**src/rtl/tx_rd_req_engine.sv**
```systemverilog
// Splits read jobs into MRd TLPs on the TRN TX interface and manages the tag pool.
// Optional RD_REQ_32BIT_HDR_EN: emit 3DW MRd headers for addresses below 4 GB.
module tx_rd_req_engine #(
    parameter int TAG_WIDTH     = 5,
    parameter int MAX_RD_REQ_DW = 128
) (
    input  logic                 trn_clk,
    input  logic                 reset_n,
    output logic [63:0]          trn_td,
    output logic [7:0]           trn_trem_n,
    output logic                 trn_tsof_n,
    output logic                 trn_teof_n,
    output logic                 trn_tsrc_rdy_n,
    input  logic                 trn_tdst_rdy_n,
    input  logic [3:0]           trn_tbuf_av,
    input  logic [15:0]          cfg_completer_id,
    input  logic                 rd_req,
    input  logic [63:0]          rd_addr,
    input  logic [12:0]          rd_len_dw,
    output logic                 rd_req_ack,
    output logic                 rd_busy,
    output logic                 rd_done,
    input  logic                 tag_release,
    input  logic [TAG_WIDTH-1:0] tag_release_tag,
    output logic [TAG_WIDTH:0]   tags_in_flight,
    input  logic                 my_turn,
    output logic                 driving_interface
);

    localparam int POOL = 1 << TAG_WIDTH;
    localparam logic [10:0] MAX_DW   = 11'(MAX_RD_REQ_DW);
    localparam logic [10:0] MRRS_MSK = 11'(MAX_RD_REQ_DW - 1);

    typedef enum logic [4:0] {
        IDLE     = 5'b00001,
        LATCH    = 5'b00010,
        HDR      = 5'b00100,
        ADDR     = 5'b01000,
        WAIT_EOF = 5'b10000
    } state_t;

    state_t state, next_state;

    logic [63:0]          job_addr;
    logic [12:0]          remaining;
    logic [10:0]          tlp_len;
    logic [TAG_WIDTH-1:0] cur_tag;
    logic [POOL-1:0]      tag_busy;

    logic [10:0]          dw_off;
    logic [10:0]          room;
    logic [10:0]          next_len;
    logic                 free_any;
    logic [TAG_WIDTH-1:0] free_idx;
    logic                 rel_valid;
    logic                 accept;
    logic                 job_take;
    logic                 start;
    logic                 alloc;
    logic                 eof_acc;
    logic                 last_tlp;
    logic                 use3dw;
    logic [31:0]          hdr_dw0;
    logic [31:0]          hdr_dw1;
    logic [63:0]          addr_beat;
    logic [7:0]           addr_trem;
    logic                 unused_inputs;

    assign unused_inputs = ^{trn_tbuf_av[3:1], rd_addr[1:0]};

    // Length is bounded by the distance to the next MRRS-aligned boundary, which
    // also keeps every TLP inside a 4 KB page since MRRS divides 1024 DWs.
    assign dw_off   = job_addr[12:2] & MRRS_MSK;
    assign room     = MAX_DW - dw_off;
    assign next_len = (remaining < 13'(room)) ? 11'(remaining) : room;

    always_comb begin
        free_any = 1'b0;
        free_idx = '0;
        for (int i = POOL - 1; i >= 0; i--) begin
            if (!tag_busy[i]) begin
                free_any = 1'b1;
                free_idx = TAG_WIDTH'(i);
            end
        end
    end

    assign rel_valid = tag_release && tag_busy[tag_release_tag];
    assign accept    = !trn_tdst_rdy_n;
    assign job_take  = rd_req && !rd_busy;
    assign start     = rd_busy && my_turn && trn_tbuf_av[0] && accept && free_any;
    assign alloc     = (state == IDLE) && start;
    assign eof_acc   = ((state == ADDR) || (state == WAIT_EOF)) && accept;
    assign last_tlp  = (remaining == 13'(tlp_len));

`ifdef RD_REQ_32BIT_HDR_EN
    assign use3dw = (job_addr[63:32] == 32'h0);
`else
    assign use3dw = 1'b0;
`endif

    assign hdr_dw0   = {1'b0, (use3dw ? 2'b00 : 2'b01), 5'b00000, 8'h00, 6'b000000, tlp_len[9:0]};
    assign hdr_dw1   = {cfg_completer_id, 8'(cur_tag), ((tlp_len > 11'd1) ? 4'hF : 4'h0), 4'hF};
    assign addr_beat = use3dw ? {job_addr[31:0], 32'h0} : job_addr;
    assign addr_trem = use3dw ? 8'h0F : 8'h00;

    always_ff @(posedge trn_clk or negedge reset_n) begin
        if (!reset_n) begin
            state <= IDLE;
        end else begin
            state <= next_state;
        end
    end

    always_comb begin
        next_state        = state;
        trn_td            = '0;
        trn_trem_n        = 8'hFF;
        trn_tsof_n        = 1'b1;
        trn_teof_n        = 1'b1;
        trn_tsrc_rdy_n    = 1'b1;
        driving_interface = 1'b0;
        unique case (state)
            IDLE: begin
                if (job_take) begin
                    next_state = LATCH;
                end else if (start) begin
                    next_state = HDR;
                end
            end
            LATCH: next_state = IDLE;
            HDR: begin
                trn_td            = {hdr_dw0, hdr_dw1};
                trn_trem_n        = 8'h00;
                trn_tsof_n        = 1'b0;
                trn_tsrc_rdy_n    = 1'b0;
                driving_interface = 1'b1;
                if (accept) begin
                    next_state = ADDR;
                end
            end
            ADDR, WAIT_EOF: begin
                trn_td            = addr_beat;
                trn_trem_n        = addr_trem;
                trn_teof_n        = 1'b0;
                trn_tsrc_rdy_n    = 1'b0;
                driving_interface = 1'b1;
                next_state        = accept ? IDLE : WAIT_EOF;
            end
            default: next_state = IDLE;
        endcase
    end

    always_ff @(posedge trn_clk or negedge reset_n) begin
        if (!reset_n) begin
            rd_req_ack <= 1'b0;
            rd_done    <= 1'b0;
            rd_busy    <= 1'b0;
        end else begin
            rd_req_ack <= (state == IDLE) && job_take;
            rd_done    <= eof_acc && last_tlp;
            if ((state == IDLE) && job_take) begin
                rd_busy <= 1'b1;
            end else if (eof_acc && last_tlp) begin
                rd_busy <= 1'b0;
            end
        end
    end

    // An allocated tag is always free beforehand, so it never collides with a valid release.
    always_ff @(posedge trn_clk or negedge reset_n) begin
        if (!reset_n) begin
            tag_busy       <= '0;
            tags_in_flight <= '0;
        end else begin
            for (int i = 0; i < POOL; i++) begin
                if (alloc && (free_idx == TAG_WIDTH'(i))) begin
                    tag_busy[i] <= 1'b1;
                end else if (rel_valid && (tag_release_tag == TAG_WIDTH'(i))) begin
                    tag_busy[i] <= 1'b0;
                end
            end
            case ({alloc, rel_valid})
                2'b10:   tags_in_flight <= tags_in_flight + 1'b1;
                2'b01:   tags_in_flight <= tags_in_flight - 1'b1;
                default: tags_in_flight <= tags_in_flight;
            endcase
        end
    end

    always_ff @(posedge trn_clk) begin
        if ((state == IDLE) && job_take) begin
            job_addr  <= {rd_addr[63:2], 2'b00};
            remaining <= rd_len_dw;
        end else if (eof_acc) begin
            job_addr  <= job_addr + {51'h0, tlp_len, 2'b00};
            remaining <= remaining - 13'(tlp_len);
        end
        if (alloc) begin
            tlp_len <= next_len;
            cur_tag <= free_idx;
        end
    end

endmodule
```
**config.mk**
```make
export PLATFORM = sky130hd
export DESIGN_NAME = tx_rd_req_engine
export DESIGN_NICKNAME = d
export VERILOG_FILES = /design/src/rtl/tx_rd_req_engine.sv
export SDC_FILE = /design/constraint.sdc
export NUM_CORES = 1
export LEC_CHECK = 0
export BUFFER_PORTS_ARGS = -buffer_cell sky130_fd_sc_hd__buf_2
export CAP_MARGIN = 0
export CORE_UTILIZATION = 43
export DETAILED_ROUTE_END_ITERATION = 7
export GPL_TIMING_DRIVEN = 1
export SLEW_MARGIN = 20
export SYNTH_ARGS = -nofsm -noshare
export SYNTH_HDL_FRONTEND = slang
export SYNTH_SLANG_ARGS = --single-unit
```
**constraint.sdc**
```tcl
create_clock -name trn_clk -period 20.6 [get_ports trn_clk]
set_clock_uncertainty 0.05 [all_clocks]
set_input_delay 1.03 -clock trn_clk [delete_from_list [all_inputs] [get_ports trn_clk]]
set_output_delay 1.03 -clock trn_clk [all_outputs]
set_load 0.05 [all_outputs]
```
==> impl_results.md, run 1 <==
- Delay of the slowest cell on the worst path: 0.55 ns
- Number of clock sinks: 137
- Antenna-violating nets left: 0
- Root Buffer Master: sky130_fd_sc_hd__clkbuf_16
- Share of layout cells above drive strength 1: 0.206
- Sequential share of the synthesized area: 0.390
- Die Footprint: 23800 sq um
- Wire length after detailed routing: 30300 microns
- Routed wire per std cell: 19.2 microns
- Startpoint Class: flop
- Share of the synthesized area in the top cell type: 0.275
- Std cell rows: 55
- Kind of critical path: flop to output pin
- Total non-filler cell area in the finished layout: around 12000 sq um
- Buffer and inverter count on the worst path: 2
- Largest vdd supply drop: 0.0000828 V
- Global-route wire length before repair: 47900 microns
- Vertical die dimension: 154 microns
- Largest fanout on the critical path: 27
- Cells along the critical path: nor2_1, and3_2, inv_1, a41oi_1, a21o_1, buf_2
- GRT Resource Usage Total: 0.258
- Largest net degree at the start of global routing: 76
- Result of the run: complete, no violations
- Relative slew slack: 0.342
- Post-CTS Setup Bufs: 0
- Setup repair after global routing missed its margin: false
- Hold WC Path Type: flop to flop
- Most used flip-flop cell after synthesis: sky130_fd_sc_hd__edfxtp_1
- Starting Density: 0.440
- Core Region: ~23000 sq um
- Worst EP arrival: slightly below 3 ns
- Final GP Congestion: 0.910
- EDFF count, synth: 91
- Buffers from clock root to sink, at most: 2
- Total standard cell area after synthesis: 9950 sq um
- Area overhead of the layout relative to synthesis: 17.1%
- Final min period: 3.97 ns
- Final net count: 1423
- Fraction of registers with async set or reset after synthesis: 0.336
- Fraction of the cycle the final worst path needs: 0.193
- Vias after detailed routing: 9318
- Power per cell area: between 80 and 90 nW/um^2
- Achievable clock frequency: 252 MHz
- Post-CTS Hold Fix Bufs: 0
- Total grt overflow: 0
- # resized after CTS: 0
- Cell area after placement: between 10000 and 15000 sq um
- Num CTS Buffers: 17
- Cell with the largest stage delay on the worst path: sky130_fd_sc_hd__and3_2
- Iter 0 DRT Violations: 724
- Clk slew on worst S/H paths: 0.06 ns
- Number of global-route vias before repair: 8779
- Unique masters post-synth: 78
- Maximum level of the CTS H-tree: 4
- Crit end category: output pin
- Top delay family on crit path: buffers and inverters
- Pleak: 4.54 nW
- DRC viols: 0
- Number of optimization iterations in the first detailed-route pass: 6
- Number of pins exceeding their max-slew limit in the final report: 0
- TritonCTS clock tree: built
- Leading cell type by number of instances after synthesis: sky130_fd_sc_hd__nand2_1
- Worst path required time: 19.52 ns
- Setup-failing EPs final: 0
- Final count of hold timing violations: 0
- Input/output buffers: approximately 190
- Worst Tran Pin Value: 0.986 ns
- Dominant cells by area after synthesis: sky130_fd_sc_hd__edfxtp_1 (27%), sky130_fd_sc_hd__dfrtp_1 (11%), sky130_fd_sc_hd__o21ai_0 (7.2%)
- Post-detail-place hpwl: 21700 microns
- Yosys synthesis warning count: 0
- Sum of negative setup slack: 0 ns
- Mean Syn Cell Area: 8.84 sq um
- Max Cap Viol: 0
- Number of storage elements in the synthesis netlist: roughly 140
- Synth cell count leaders: sky130_fd_sc_hd__nand2_1 (156), sky130_fd_sc_hd__o21ai_0 (144), sky130_fd_sc_hd__edfxtp_1 (91)
- Total I/O pin count: around 190
- Cell type contributing the most total cell area after synthesis: sky130_fd_sc_hd__edfxtp_1
- Later-pin clock latency in the skew report: 0.43 ns
- Cells after Synth: around 1100
- Per-cell via count in the routed design: 5.90
- Initial antenna violation count: 1
- X dimension of the die: roughly 150 microns
-- sequential cells by signal, summed over array words and instances, names as in the netlist --
register	cells
cur_tag	5
rd_busy	1
remaining	13
tlp_len	11
state	5
rd_req_ack	1
rd_done	1
tag_busy	32
tags_in_flight	6
addr_beat	62
-- final cells by class --
cell class,count,area [sq um]
clock inverter,10,78.8
tap,285,357
fill,2202,11000
timing repair buffer,193,983
inverter,54,205
multi-input combinational,877,5630
clock buffer,22,507
antenna,1,2.50
sequential,137,3880
-- kinds of logic (layout without fill, tap and decap cells) --
| logic type | Yosys count | count (layout) | share of synthesized area |
|---|---|---|---|
| buffers and inverters | 114 | 279 | 0.0475 |
| adder cells (fa/ha/maj) | 35 | 35 | 0.0455 |
| other | 1 | 4 | 0.000377 |
| XOR/XNOR | 68 | 68 | 0.0598 |
| AND/OR/NAND/NOR | 404 | 404 | 0.204 |
| multiplexers | 18 | 18 | 0.0288 |
| flip-flops | 137 | 137 | 0.390 |
| AO/OA/AOI/OAI | 349 | 349 | 0.224 |
-- cells in the final DEF, fill, tap and decap left out, types with 6 or more instances in the layout --
| cell | Yosys | final |
|---|---|---|
| sky130_fd_sc_hd__xor2_1 | 13 | 13 |
| sky130_fd_sc_hd__nor2b_1 | 13 | 13 |
| sky130_fd_sc_hd__nand2_1 | 156 | 156 |
| sky130_fd_sc_hd__mux4_2 | 8 | 8 |
| sky130_fd_sc_hd__nor3_1 | 15 | 15 |
| sky130_fd_sc_hd__o21a_1 | 8 | 8 |
| sky130_fd_sc_hd__a21boi_0 | 6 | 6 |
| sky130_fd_sc_hd__and3_1 | 10 | 9 |
| sky130_fd_sc_hd__a21oi_1 | 45 | 44 |
| sky130_fd_sc_hd__edfxtp_1 | 91 | 91 |
| sky130_fd_sc_hd__buf_2 | 3 | 186 |
| sky130_fd_sc_hd__nor2_1 | 57 | 57 |
| sky130_fd_sc_hd__nand4_1 | 26 | 26 |
| sky130_fd_sc_hd__o41ai_1 | 6 | 6 |
| sky130_fd_sc_hd__nor4_1 | 10 | 9 |
| sky130_fd_sc_hd__o22ai_1 | 6 | 6 |
| sky130_fd_sc_hd__clkbuf_16 | 0 | 19 |
| sky130_fd_sc_hd__inv_1 | 53 | 53 |
| sky130_fd_sc_hd__or2_2 | 6 | 6 |
| sky130_fd_sc_hd__buf_4 | 11 | 7 |
| sky130_fd_sc_hd__o21ai_0 | 144 | 143 |
| sky130_fd_sc_hd__dfrtp_1 | 45 | 45 |
| sky130_fd_sc_hd__nand3_1 | 32 | 32 |
| sky130_fd_sc_hd__ha_1 | 33 | 33 |
| sky130_fd_sc_hd__a21o_1 | 12 | 12 |
| sky130_fd_sc_hd__a31oi_1 | 9 | 9 |
| sky130_fd_sc_hd__or3_1 | 10 | 10 |
| sky130_fd_sc_hd__nand2b_1 | 10 | 10 |
| sky130_fd_sc_hd__a22o_1 | 18 | 18 |
| sky130_fd_sc_hd__o311ai_0 | 9 | 9 |
| sky130_fd_sc_hd__and2_1 | 28 | 28 |
| sky130_fd_sc_hd__a2111oi_0 | 10 | 10 |
| sky130_fd_sc_hd__xnor2_1 | 55 | 55 |
| sky130_fd_sc_hd__a211oi_1 | 36 | 36 |
| sky130_fd_sc_hd__nor3b_1 | 6 | 6 |
-- power breakdown --
group	internal, mW	total, mW	leakage [nW]	switching [mW]
Sequential	0.337	0.374	1.43	0.0370
Clock	0.177	0.309	0.288	0.132
Combinational	0.0916	0.270	2.82	0.179
-- worst register-to-register path: stages, from the launching register on --
cell and delay (ns):
sky130_fd_sc_hd__edfxtp_1 0.51, sky130_fd_sc_hd__ha_1 0.40, sky130_fd_sc_hd__o21ai_0 0.16, sky130_fd_sc_hd__o21ai_0 0.38, sky130_fd_sc_hd__nand4_2 0.68, sky130_fd_sc_hd__and2_1 0.50, sky130_fd_sc_hd__or4b_2 0.62, sky130_fd_sc_hd__nand3_1 0.10
-- path summary, 6_finish.rpt --
| check | startpoint | end | slack (ns) | cells past startpoint |
|---|---|---|---|---|
| hold / removal | tags_in_flight[5] | tags_in_flight[5] | 0.42 | 1 |
| max in group asynchronous | reset_n | state[4] | 19.53 | 1 |
| setup reg to reg | addr_beat[4] | addr_beat[61] | 17.07 | 7 |
| min in group asynchronous | reset_n | tag_busy[8] | 0.55 | 1 |
| hold reg to reg | tags_in_flight[5] | tags_in_flight[5] | 0.42 | 1 |
| setup / recovery | state[1] | trn_td[5] | 16.63 | 6 |
-- through the flow --
stage / hold slack (ns) / instances / total power, mW / setup slack [ns] / util
2_1_floorplan: 0.463 / 1128 / 0.570 / 13.46 / -
3_3_place_gp: 0.408 / 1546 / 0.644 / 16.35 / 0.488
3_5_place_dp: 0.406 / 1546 / 0.648 / 16.32 / 0.488
4_1_cts: 0.424 / 1578 / 0.956 / 16.08 / 0.514
5_1_grt: 0.443 / 1579 / 1.00 / 16.44 / 0.515
6_report: 0.418 / 1579 / 0.953 / 16.63 / 0.515
-- metal layers --
| layer | GRT usage | share of wire |
|---|---|---|
| met1 | 0.367 | 0.46 |
| met2 | 0.402 | 0.46 |
| met3 | 0.0465 | 0.063 |
| met4 | 0.0676 | 0.014 |
| met5 | 0 | 0 |
(Power assumes the default switching activity.)
==> run 2: changes to the inputs <==
- clock period: 20.6 -> 3.9 ns (I/O delays scaled with it)
==> impl_results.md, run 2 (synthesis results as in run 1) <==
- Power per cell area: 426 nW/um^2
- Clock network fraction of total power: 0.325
- Root Buffer Master: sky130_fd_sc_hd__clkbuf_16
- End point of the critical path: tags_in_flight[4]
- Result of the run: complete, no violations
- Number of global-route vias before repair: 8889
- Post-detail-place hpwl: 21900 microns
- TritonCTS clock tree: built
- Post-CTS Hold Fix Bufs: 23
- Sum of negative setup slack: 0 ns
- Setup-failing EPs final: 0
- Num CTS Buffers: 17
- Maximum level of the CTS H-tree: 4
- Std cell rows: 55
- Largest net degree at the start of global routing: 63
- Largest vdd supply drop: around 0.00045 V
- Largest fanout on the critical path: 9
- Initial antenna violation count: 2
- Number of clock sinks: 137
- Number of pins exceeding their max-slew limit in the final report: 0
- Worst Tran Pin Value: 0.729 ns
- Final GP Congestion: between 0.8 and 0.9
- Max Cap Viol: 0
- Final min period: 3.29 ns
- Setup repair after global routing missed its margin: false
- Input/output buffers: approximately 190
- Area overhead of the layout relative to synthesis: 20.3%
- Share of layout cells above drive strength 1: 0.203
- Kind of critical path: flop to flop
- Worst r2r src: tag_busy[5]
- Wire length after detailed routing: 30300 microns
- End of the worst register-to-register path: tags_in_flight[4]
- Fraction of the cycle the final worst path needs: 0.843
- Internal power of the cells: 3.29 mW
- Post-Place Cells: 1554
- Worst EP arrival: 3.54 ns
- Routed wire per std cell: 18.8 microns
- GRT Resource Usage Total: 0.258
- DRC viols: 0
- X dimension of the die: 154 microns
- Crit end category: flop
- Detailed-route wire length on metal 1: 13900 microns
- Worst setup path start: tag_busy[5]
- Vias after detailed routing: about 9400
- Switching Power: 1.80 mW
- Top layer reached by signal wires: met4
- Vertical die dimension: approximately 150 microns
- Worst r2r path cells: 13
- Starting Density: 0.440
- Most frequent standard cell in the layout excluding fill and tap cells: sky130_fd_sc_hd__buf_2
- Hold WC Path Type: primary input to flop
- Final count of hold timing violations: 0
- Sequential Power Share: 0.385
- Met3 WL post-DR: 1760 microns
- # resized after CTS: 0
- Pleak: roughly 4.7 nW
- Core Region: 22600 sq um
- Antenna-violating nets left: 0
- Per-cell via count in the routed design: 5.82
- Combinational share of power: 0.290
- Register-to-register path setup slack: 0.61 ns
- Buffers from clock root to sink, at most: 2
- Die Footprint: about 24000 sq um
- Met2 routed WL: approximately 14000 microns
- Worst hold margin: 0.00650 ns
- Relative slew slack: 0.514
- Number of optimization iterations in the first detailed-route pass: 5
- Iter 0 DRT Violations: between 600 and 700
- Later-pin clock latency in the skew report: 0.43 ns
- Startpoint Class: flop
- Number of flip-flops under the largest register name: 62
- Global-route wire length before repair: 48000 microns
- End-of-flow core utilization: 0.529
- Top library cells by usage in the layout, fill and taps aside: sky130_fd_sc_hd__buf_2 (186), sky130_fd_sc_hd__nand2_1 (156), sky130_fd_sc_hd__o21ai_0 (143)
- Clk slew on worst S/H paths: 0.07 ns
- Final net count: approximately 1500
- Count of non-filler cells in the finished layout: 1611
- Total grt overflow: 0
- Net switching fraction of the power: 0.353
- Worst path required time: 4.15 ns
- Post-CTS Setup Bufs: 0
- Achievable clock frequency: slightly above 300 MHz
- Total I/O pin count: between 150 and 200
## run 2: cell count changes in the layout (fill, tap and decap cells not counted), moves of 2 or more
cell,change
sky130_fd_sc_hd__dlygate4sd3_1,+23
sky130_fd_sc_hd__buf_4,+6
sky130_fd_sc_hd__bufinv_16,+3
sky130_fd_sc_hd__clkinvlp_4,+3
sky130_fd_sc_hd__inv_6,-3
sky130_fd_sc_hd__buf_12,+2
sky130_fd_sc_hd__clkbuf_1,+2
sky130_fd_sc_hd__clkbuf_16,-2
sky130_fd_sc_hd__clkbuf_8,-2
sky130_fd_sc_hd__clkinv_1,+2
sky130_fd_sc_hd__clkinv_4,-2
## run 2: routing by layer
layer | vias to the layer above | global-route usage
li1 | 4550 | -
met2 | 357 | 0.403
met4 | 0 | 0.101
met3 | 53 | 0.0400
met5 | - | 0
met1 | 4413 | 0.359
## run 2: worst max-delay path: stages (launching register included)
cell and delay [ns]:
sky130_fd_sc_hd__dfrtp_1 0.45, sky130_fd_sc_hd__mux4_2 0.50, sky130_fd_sc_hd__mux2_2 0.29, sky130_fd_sc_hd__mux2i_1 0.26, sky130_fd_sc_hd__o21ai_0 0.11, sky130_fd_sc_hd__and2_1 0.20, sky130_fd_sc_hd__ha_1 0.30, sky130_fd_sc_hd__xor2_1 0.20
sky130_fd_sc_hd__ha_1 0.22, sky130_fd_sc_hd__a21oi_1 0.15, sky130_fd_sc_hd__nor2_1 0.05, sky130_fd_sc_hd__o21ai_0 0.15, sky130_fd_sc_hd__a21oi_1 0.09, sky130_fd_sc_hd__xor2_1 0.15
## run 2: layout make-up
class	instances	area (sq um)
diodes	2	5.00
well taps	285	357
clock buffers	20	437
flip-flops and latches	137	3880
repair buffers	224	1300
fillers	2169	10700
inverters	54	205
clock inverters	12	150
multi-input cells	877	5630
## run 2: power groups by stage
stage	combinational [mW]	clock [mW]	sequential (mW)
6_report	1.48	1.66	1.96
5_1_grt	1.63	1.74	1.99
4_1_cts	1.47	1.68	1.96
3_5_place_dp	1.45	0	1.98
3_3_place_gp	1.43	0	1.99
2_1_floorplan	0.945	0	2.05
## run 2: through the flow
step	setup WS (ns)	instance area (sq um)	total power [mW]
finish	0.611	12000	5.09
global placement	0.499	11100	3.42
CTS	0.597	12000	5.11
detailed placement	0.452	11100	3.43
global route	0.283	12000	5.35
floorplan	0.225	9960	3.00
## run 2: worst min path at each step
stage / startpoint / to / slack (ns) / cells past startpoint
after floorplan: reset_n / rd_busy / -0.15 / 0
after global placement: reset_n / tag_busy[10] / 0.40 / 1
after detailed placement: reset_n / tag_busy[9] / 0.40 / 1
after CTS: rd_addr[56] / addr_beat[56] / 0.001 / 3
after global routing: rd_addr[35] / addr_beat[35] / 0.006 / 3
final: rd_addr[43] / addr_beat[43] / 0.007 / 3
